<file path="config.mk">
export PLATFORM = sky130hd
export DESIGN_NAME = ex_muldiv
export DESIGN_NICKNAME = d
export VERILOG_FILES = /design/src/rtl/ex_muldiv.sv
export SDC_FILE = /design/constraint.sdc
export NUM_CORES = 1
export LEC_CHECK = 0
export CAP_MARGIN = 0
export CORE_MARGIN = 3
export CORE_UTILIZATION = 40
export DETAILED_ROUTE_END_ITERATION = 6
export GPL_ROUTABILITY_DRIVEN = 0
export SLEW_MARGIN = 5
export SYNTH_ARGS = -nofsm -noshare
export SYNTH_HDL_FRONTEND = slang
export SYNTH_SLANG_ARGS = --single-unit
</file>
<file path="constraint.sdc">
create_clock -name clk -period 3.53 [get_ports clk]
set_clock_uncertainty 0.05 [all_clocks]
set_input_delay 0.353 -clock clk [delete_from_list [all_inputs] [get_ports clk]]
set_output_delay 0.353 -clock clk [all_outputs]
set_load 0.05 [all_outputs]
</file>
<file path="src/rtl/ex_muldiv.sv">
// Iterative radix-2 multiply/divide unit with architectural HI/LO registers.
// Optional MULDIV_FAST_MUL_EN: single-cycle array multiplier for MULT/MULTU.
module ex_muldiv #(
    parameter int WIDTH = 32,
    parameter int CNT_W = 6
) (
    input  logic             clk,
    input  logic             reset,
    input  logic             flush,
    input  logic             start,
    input  logic [1:0]       op,
    input  logic [WIDTH-1:0] src_a,
    input  logic [WIDTH-1:0] src_b,
    input  logic             hi_we,
    input  logic             lo_we,
    input  logic [WIDTH-1:0] wdata,
    output logic             busy,
    output logic             done,
    output logic [WIDTH-1:0] hi,
    output logic [WIDTH-1:0] lo
);

    typedef enum logic [1:0] {
        IDLE = 2'd0,
        CALC = 2'd1,
        FIN  = 2'd2
    } state_e;

    state_e               state_q, state_d;
    logic [CNT_W-1:0]     cnt_q, cnt_d;
    logic [2*WIDTH-1:0]   prod_q, prod_d;
    logic [WIDTH-1:0]     opnd_q, opnd_d;
    logic                 is_div_q, is_div_d;
    logic                 sneg_q, sneg_d;
    logic                 rneg_q, rneg_d;
    logic                 bz_q, bz_d;
    logic [WIDTH-1:0]     hi_q, hi_d;
    logic [WIDTH-1:0]     lo_q, lo_d;
    logic                 done_q, done_d;

    logic                 a_neg, b_neg;
    logic [WIDTH-1:0]     a_mag, b_mag;
    logic [WIDTH:0]       mul_sum;
    logic [2*WIDTH-1:0]   mul_next;
    logic [WIDTH:0]       div_shift;
    logic [WIDTH:0]       div_diff;
    logic [2*WIDTH-1:0]   div_next;
    logic [2*WIDTH-1:0]   res_prod;
    logic [WIDTH-1:0]     quo, rem;
    logic [WIDTH-1:0]     res_hi, res_lo;

    // Signed ops iterate on magnitudes; signs are reapplied in FIN.
    assign a_neg = ~op[0] & src_a[WIDTH-1];
    assign b_neg = ~op[0] & src_b[WIDTH-1];
    assign a_mag = a_neg ? -src_a : src_a;
    assign b_mag = b_neg ? -src_b : src_b;

    // Shift-add: multiplier sits in the low half and drains out the bottom.
    assign mul_sum  = {1'b0, prod_q[2*WIDTH-1:WIDTH]}
                    + (prod_q[0] ? {1'b0, opnd_q} : '0);
    assign mul_next = {mul_sum, prod_q[WIDTH-1:1]};

    // Restoring divide: remainder in the high half, quotient bits fill low half.
    assign div_shift = prod_q[2*WIDTH-1:WIDTH-1];
    assign div_diff  = div_shift - {1'b0, opnd_q};
    assign div_next  = div_diff[WIDTH]
                     ? {div_shift[WIDTH-1:0], prod_q[WIDTH-2:0], 1'b0}
                     : {div_diff[WIDTH-1:0], prod_q[WIDTH-2:0], 1'b1};

    assign res_prod = sneg_q ? -prod_q : prod_q;
    assign quo      = prod_q[WIDTH-1:0];
    assign rem      = prod_q[2*WIDTH-1:WIDTH];

    always_comb begin
        res_hi = res_prod[2*WIDTH-1:WIDTH];
        res_lo = res_prod[WIDTH-1:0];
        if (is_div_q) begin
            res_hi = rneg_q ? -rem : rem;
            res_lo = bz_q ? '1 : (sneg_q ? -quo : quo);
        end
    end

    always_comb begin
        state_d  = state_q;
        cnt_d    = cnt_q;
        prod_d   = prod_q;
        opnd_d   = opnd_q;
        is_div_d = is_div_q;
        sneg_d   = sneg_q;
        rneg_d   = rneg_q;
        bz_d     = bz_q;
        done_d   = 1'b0;
        hi_d     = hi_we ? wdata : hi_q;
        lo_d     = lo_we ? wdata : lo_q;

        unique case (state_q)
            IDLE: begin
                if (start && !flush) begin
                    is_div_d = op[1];
                    sneg_d   = ~op[0] & (src_a[WIDTH-1] ^ src_b[WIDTH-1]);
                    rneg_d   = a_neg;
                    bz_d     = (src_b == '0);
                    cnt_d    = CNT_W'(WIDTH);
                    state_d  = CALC;
                    if (op[1]) begin
                        opnd_d = b_mag;
                        prod_d = {{WIDTH{1'b0}}, a_mag};
                    end else begin
                        opnd_d = a_mag;
                        prod_d = {{WIDTH{1'b0}}, b_mag};
`ifdef MULDIV_FAST_MUL_EN
                        prod_d  = {{WIDTH{1'b0}}, a_mag}
                                * {{WIDTH{1'b0}}, b_mag};
                        state_d = FIN;
`endif
                    end
                end
            end
            CALC: begin
                if (flush) begin
                    state_d = IDLE;
                end else begin
                    prod_d = is_div_q ? div_next : mul_next;
                    cnt_d  = cnt_q - 1'b1;
                    if (cnt_q == CNT_W'(1)) begin
                        state_d = FIN;
                    end
                end
            end
            FIN: begin
                state_d = IDLE;
                if (!flush) begin
                    hi_d   = res_hi;
                    lo_d   = res_lo;
                    done_d = 1'b1;
                end
            end
            default: begin
                state_d = IDLE;
            end
        endcase
    end

    always_ff @(posedge clk) begin
        if (reset) begin
            state_q  <= IDLE;
            cnt_q    <= '0;
            prod_q   <= '0;
            opnd_q   <= '0;
            is_div_q <= 1'b0;
            sneg_q   <= 1'b0;
            rneg_q   <= 1'b0;
            bz_q     <= 1'b0;
            hi_q     <= '0;
            lo_q     <= '0;
            done_q   <= 1'b0;
        end else begin
            state_q  <= state_d;
            cnt_q    <= cnt_d;
            prod_q   <= prod_d;
            opnd_q   <= opnd_d;
            is_div_q <= is_div_d;
            sneg_q   <= sneg_d;
            rneg_q   <= rneg_d;
            bz_q     <= bz_d;
            hi_q     <= hi_d;
            lo_q     <= lo_d;
            done_q   <= done_d;
        end
    end

    assign busy = (state_q != IDLE);
    assign done = done_q;
    assign hi   = hi_q;
    assign lo   = lo_q;

endmodule

</file>
Yosys cells after proc, flatten, opt, wreduce, memory -nomap -nowiden --
Index checks and enable logic that the tools add are counted.
Operators by class: add/subtract/negate cells 8, multipliers 0, div/mod/pow operators 0, magnitude comparators 0, eq/ne operators 6, shift-type cells 0, mux-type cells 30, bitwise gates (word level) 6, reductions and logical operators 10
Operators with widths (number):
- 32-bit 2-to-1 mux | 16
- 64-bit 2-to-1 mux | 5
- 32-bit negator | 4
- 64-bit one-hot mux with 2 select lines | 1
- 64-bit negator | 1
- 32-bit by 32-bit adder with 33-bit output | 1
- 33-bit by 32-bit subtractor with 33-bit output | 1
- 32-bit zero test | 1
- 6-bit 2-to-1 mux | 2
- 6-bit one-hot mux with 2 select lines | 1
- 6-bit by 1-bit equality test with 1-bit output (second input constant) | 1
- 2-bit 2-to-1 mux | 3
- 6-bit by 1-bit subtractor with 6-bit output (second input constant) | 1
- 2-bit inequality test (second input constant) | 2
- 2-bit one-hot mux with 2 select lines | 1
- 2-bit AND reduction | 2
- 2-bit nonzero test | 2
- 1-bit bitwise AND | 3
- 3-bit inequality test (second input constant) | 1
- 3-bit AND reduction | 1
- 2-bit by 1-bit equality test with 1-bit output (second input constant) | 1
- 2-bit equality test (second input constant) | 1
- 2-bit zero test | 1
- 1-bit NOT | 2
- other kinds (5) | 5
Storage, ports and cells: flip-flop bits (word level) 173, latch bits 0, RAM bits 0, ROM bits 0, input bits 104, output and inout bits 66, logic and storage cells 71, memories kept 0

Longest topological paths before layout --
depth after elaboration 6, depth in mapped cells 14, gate-level depth less buffers 13

Least setup slack after synthesis --
Ideal clock, no wire load.
kind register to register, start point register prod_q[32], end point register prod_q[50], setup time 0.117 ns, data arrival time 3.132 ns, data required time 3.363 ns, slack 0.231 ns, cell stages (with the launch flop) 14, buffers on the path 2, clock period less this slack 3.299 ns, path through dfxtp_1 > clkbuf_1 > inv_1 > fa_1 > nand2b_1 > a21oi_1 > o21a_1 > o21ai_0 > and3_1 > a311oi_4 > buf_2 > mux2i_1 > mux2i_1 > a22o_1
On the way: word-level cells in the longest chain between the ends 5, elaborated cells on any way between the ends 6, classes of those cells add/sub: 2; mux: 4
RTL lines:
- start, declared | line 31 | logic [2*WIDTH-1:0] prod_q, prod_d;
- start signal, assigned | line 160 | prod_q <= prod_d;
- 33-bit by 32-bit subtractor with 33-bit output | line 65 | assign div_diff = div_shift - {1'b0, opnd_q};
- 64-bit 2-to-1 mux | line 67 | ? {div_shift[WIDTH-1:0], prod_q[WIDTH-2:0], 1'b0}
- 64-bit 2-to-1 mux (*) | line 123 | prod_d = is_div_q ? div_next : mul_next;
- 64-bit 2-to-1 mux (*) | line 120 | if (flush) begin
- 64-bit one-hot mux with 2 select lines (*) | line 96 | unique case (state_q)
Every way passes the cells marked *; elsewhere a longest branch is shown, timed or not. The select of a mux whose other input is x is not followed. A chain may end at the register's enable or synchronous reset.

Worst setup path after layout --
start point register opnd_q[0], end point register prod_q[59]
On the way: word-level cells in the longest chain between the ends 5, elaborated cells on any way between the ends 7, classes of those cells add/sub: 2; mux: 5
RTL lines:
- start, declared | line 32 | logic [WIDTH-1:0] opnd_q, opnd_d;
- start signal, assigned | line 161 | opnd_q <= opnd_d;
- 33-bit by 32-bit subtractor with 33-bit output or 32-bit 2-to-1 mux (tied branches) | line 65, 60
- 64-bit 2-to-1 mux or 32-bit by 32-bit adder with 33-bit output (tied branches) | line 67, 60
- 64-bit 2-to-1 mux (*) | line 123
- 64-bit 2-to-1 mux (*) | line 120
- 64-bit one-hot mux with 2 select lines (*) | line 96
Marked as above.

==> results by group <==
STA
  – Hold Fails Final Rpt: 0
  – RSZ-0062 raised after global routing: no
  – Setup TNS Final: 0 ps
  – FMAX: 295 MHz
  – Final Setup Violations: 0
  – Final period utilization: 95.9%
  – Least-Margin Pin Slew: 944 ps
  – Max-Slew Margin vs Limit: 37.1%
  – Final worst path period need: 3390 ps
  – Slew Viols, Final: 0
  – Worst Hold Margin: 298 ps

Setup path
  – Worst Setup SP: opnd_q[0]
  – Reg2reg path depth: 15
  – Crit-path max cell delay: 400 ps
  – CP Cell Sequence: and2_1 -> ha_1 -> inv_1 -> fa_1 -> nor2b_1 -> o31a_1 -> o2111ai_1 -> a32oi_1 -> buf_4 -> a22oi_1 -> buf_4 -> o211ai_1 -> xor2_1 -> a22oi_1 -> o21ai_0
  – Slowest-stage cell, CP: dfxtp_1
  – Critical Path End Type: flip-flop
  – Worst path bufs/invs: 3
  – Worst r2r src: opnd_q[0]
  – Cell family with most CP delay: compound AO/OA/AOI/OAI gates
  – Reg2reg end: prod_q[59]
  – CP endpoint: prod_q[59]
  – Kind of critical path: reg2reg
  – Data arrival, critical path: 3620 ps
  – Crit Path Max Fanout: 4
  – Worst R2R Setup Slack: 140 ps
  – Worst Setup Start Kind: flip-flop
  – Crit. path cell count: 15
  – WP data required: 3770 ps

Logic synthesis
  – Mean Syn Cell Area: 7.66 um2
  – Distinct cells, synth: 82
  – Post-synth top cells: nor2_1 (202), dfxtp_1 (173), a21oi_1 (169)
  – Synthesized instance count: 1898
  – Top-count cell post-synth: nor2_1
  – Post-synthesis register bit count: 173
  – Seq/Total Area, Yosys: 23.8%
  – Fraction of registers with async set/reset: 0%
  – Top FF cell, synth: dfxtp_1
  – Post-synth net total: 2074
  – Area leader, netlist: dfxtp_1
  – Area of the mapped netlist: 14500 um2
  – Synth Warn #: 0
  – Post-synth EDFFs: 0
  – Yosys top cell area share: 23.8%
  – Dominant cells by area after synthesis: dfxtp_1 (24%), mux2i_1 (9.2%), ha_1 (6.0%), a21oi_1 (5.8%), xnor2_1 (5.2%)

Global route
  – Global-route usage over all layers: 26.6%
  – First-pass GRT wire length: 80900 um
  – Vias in the first global route: 13800
  – Largest net degree at the start of global routing: 75
  – Congestion Overflow GR: 0
  – Initial antenna violation count: 0

Route
  – Vias: 15100
  – WL per Instance: 21.3 um
  – Router iterations before antenna repair: 6
  – Final ANT Viol Nets: 0
  – DRC viols: 0
  – Post-Route WL: 54100 um
  – DRT iter0 DRCs: 1517
  – DR vias/cell: 5.95

Power and ir drop
  – P per Cell Area: 334 nW/um2
  – Switching Power: 2.16 mW
  – Sw frac: 36.3%
  – Clock power share: 32.1%
  – Flop pwr share: 36.3%
  – Internal: 3.78 mW
  – Gate power share: 31.6%
  – Leak: 7.37 nW
  – Max VDD drop: 0.000277 V

Clock tree
  – CTS Buffer Depth: 2
  – Worst skew pair latency: 450 ps
  – Htree depth: 4
  – Worst-path clk slew: 80 ps
  – Clock Sinks: 173
  – Root Buffer: clkbuf_16
  – CTS Buf Count: 17
  – CTS tree: done

Flow run
  – MaxCap Viol Count: 0

Die
  – Row count: 69
  – Die area: 38700 um2
  – Die H: 197 um
  – Initial core utilization: 40.8%
  – IO Pins: 170
  – Core ar.: 35700 um2
  – Die width: 197 um

Final layout
  – N_diodes: 0
  – Fin util: 49.8%
  – Share of post-route cells with drive strength above 1: 8.71%
  – Multi-input logic area: 10400 um2
  – Layout area overhead: 22.2%
  – Final nets: 2241
  – Fillers: 3431
  – Register area: 3470 um2

Placement
  – Hpwl dp: 42000 um
  – Buffers added on ports: 169

Hold path
  – HP Class: in2reg

Run status
  – Status: finished, final reports clean
==> worst min path at each step <==
stage,from,to,slack [ps],depth (start not counted)
after floorplan,opnd_q[17],opnd_q[17],380,2
after global placement,opnd_q[29],opnd_q[29],390,2
after detailed placement,opnd_q[24],opnd_q[24],400,2
after CTS,reset,opnd_q[18],270,2
after global routing,reset,cnt_q[1],290,2
final,reset,cnt_q[1],300,2
==> cell families after synthesis <==
| group | count (synthesis) | share of synthesized area (%) |
|---|---|---|
| xor+xnor | 172 | 10.4 |
| fa+ha+maj | 72 | 6.30 |
| mux | 142 | 9.86 |
| simple gates | 578 | 18.9 |
| buf+inv | 188 | 5.05 |
| flops | 173 | 23.8 |
| compound gates | 573 | 25.7 |
==> worst register-to-register path, delay by kind of cell (launching register included) <==
kind                       cells  cell delay (ps)
DFF                            1              400
AOI/OAI and AO/OA              7             1300
adders and majority gates      2              590
xor gates and xnor gates       1              100
buffers and inverters          3              460
and+or+nand+nor                2              340
==> flip-flops by register name (all words and copies together) (netlist names) <==
register and cells:
prod_q 64, sneg_q 1, rneg_q 1, is_div_q 1, opnd_q 32, state_q 2
done 1, lo 32, hi 32, cnt_q 6, bz_q 1
==> layout make-up <==
cell class / count / area share [%]
clock buffer: 20 / 2.57
clock inverter: 12 / 0.697
inverter: 63 / 1.33
multi-input combinational: 1537 / 58.5
sequential: 173 / 19.5
tap: 461 / 3.25
timing repair buffer: 273 / 14.1
==> through the flow <==
step	cell area [um2]	std cells	power, mW	setup slack, ps
finish	17800	2539	5.94	145
global route	17800	2539	6.18	14.4
CTS	17700	2537	5.91	113
detailed placement	17100	2505	4.02	94.2
global placement	17100	2505	4.01	125
floorplan	14500	1898	3.35	231
==> placed cells by master (no fill, tap or decap), drive strengths merged, types with 60 or more instances in the layout <==
cell,instances
o21ai,120
a21oi,169
nor2,203
ha,70
buf,108
nand2,143
nor3,67
a211oi,60
inv,70
xnor2,87
clkdlybuf4s50,165
mux2i,133
xor2,85
dfxtp,173
==> power by group through the flow <==
stage / combinational [mW] / sequential (mW) / clock, mW
floorplan: 1.03 / 2.32 / 0
global placement: 1.81 / 2.20 / 0
detailed placement: 1.82 / 2.20 / 0
CTS: 1.83 / 2.15 / 1.92
global route: 2.01 / 2.17 / 2.00
finish: 1.87 / 2.16 / 1.91
==> metal layers <==
metal	GRT usage [%]	up-vias	wire (um)
met5	0	-	0
met4	6.63	0	1210
met3	3.78	74	4220
met2	42.2	666	23900
met1	38.1	7107	24800
li1	-	7250	-
==> what timing repair did <==
action / in CTS / in global routing
endpoints found under the setup margin: 0 / 9
gates resized for setup: 0 / 13
hold buffers: 0 / 0
setup buffers: 0 / 1
hold endpoints to repair: 0 / 0
No activity file was read; power rests on OpenSTA's default activity.
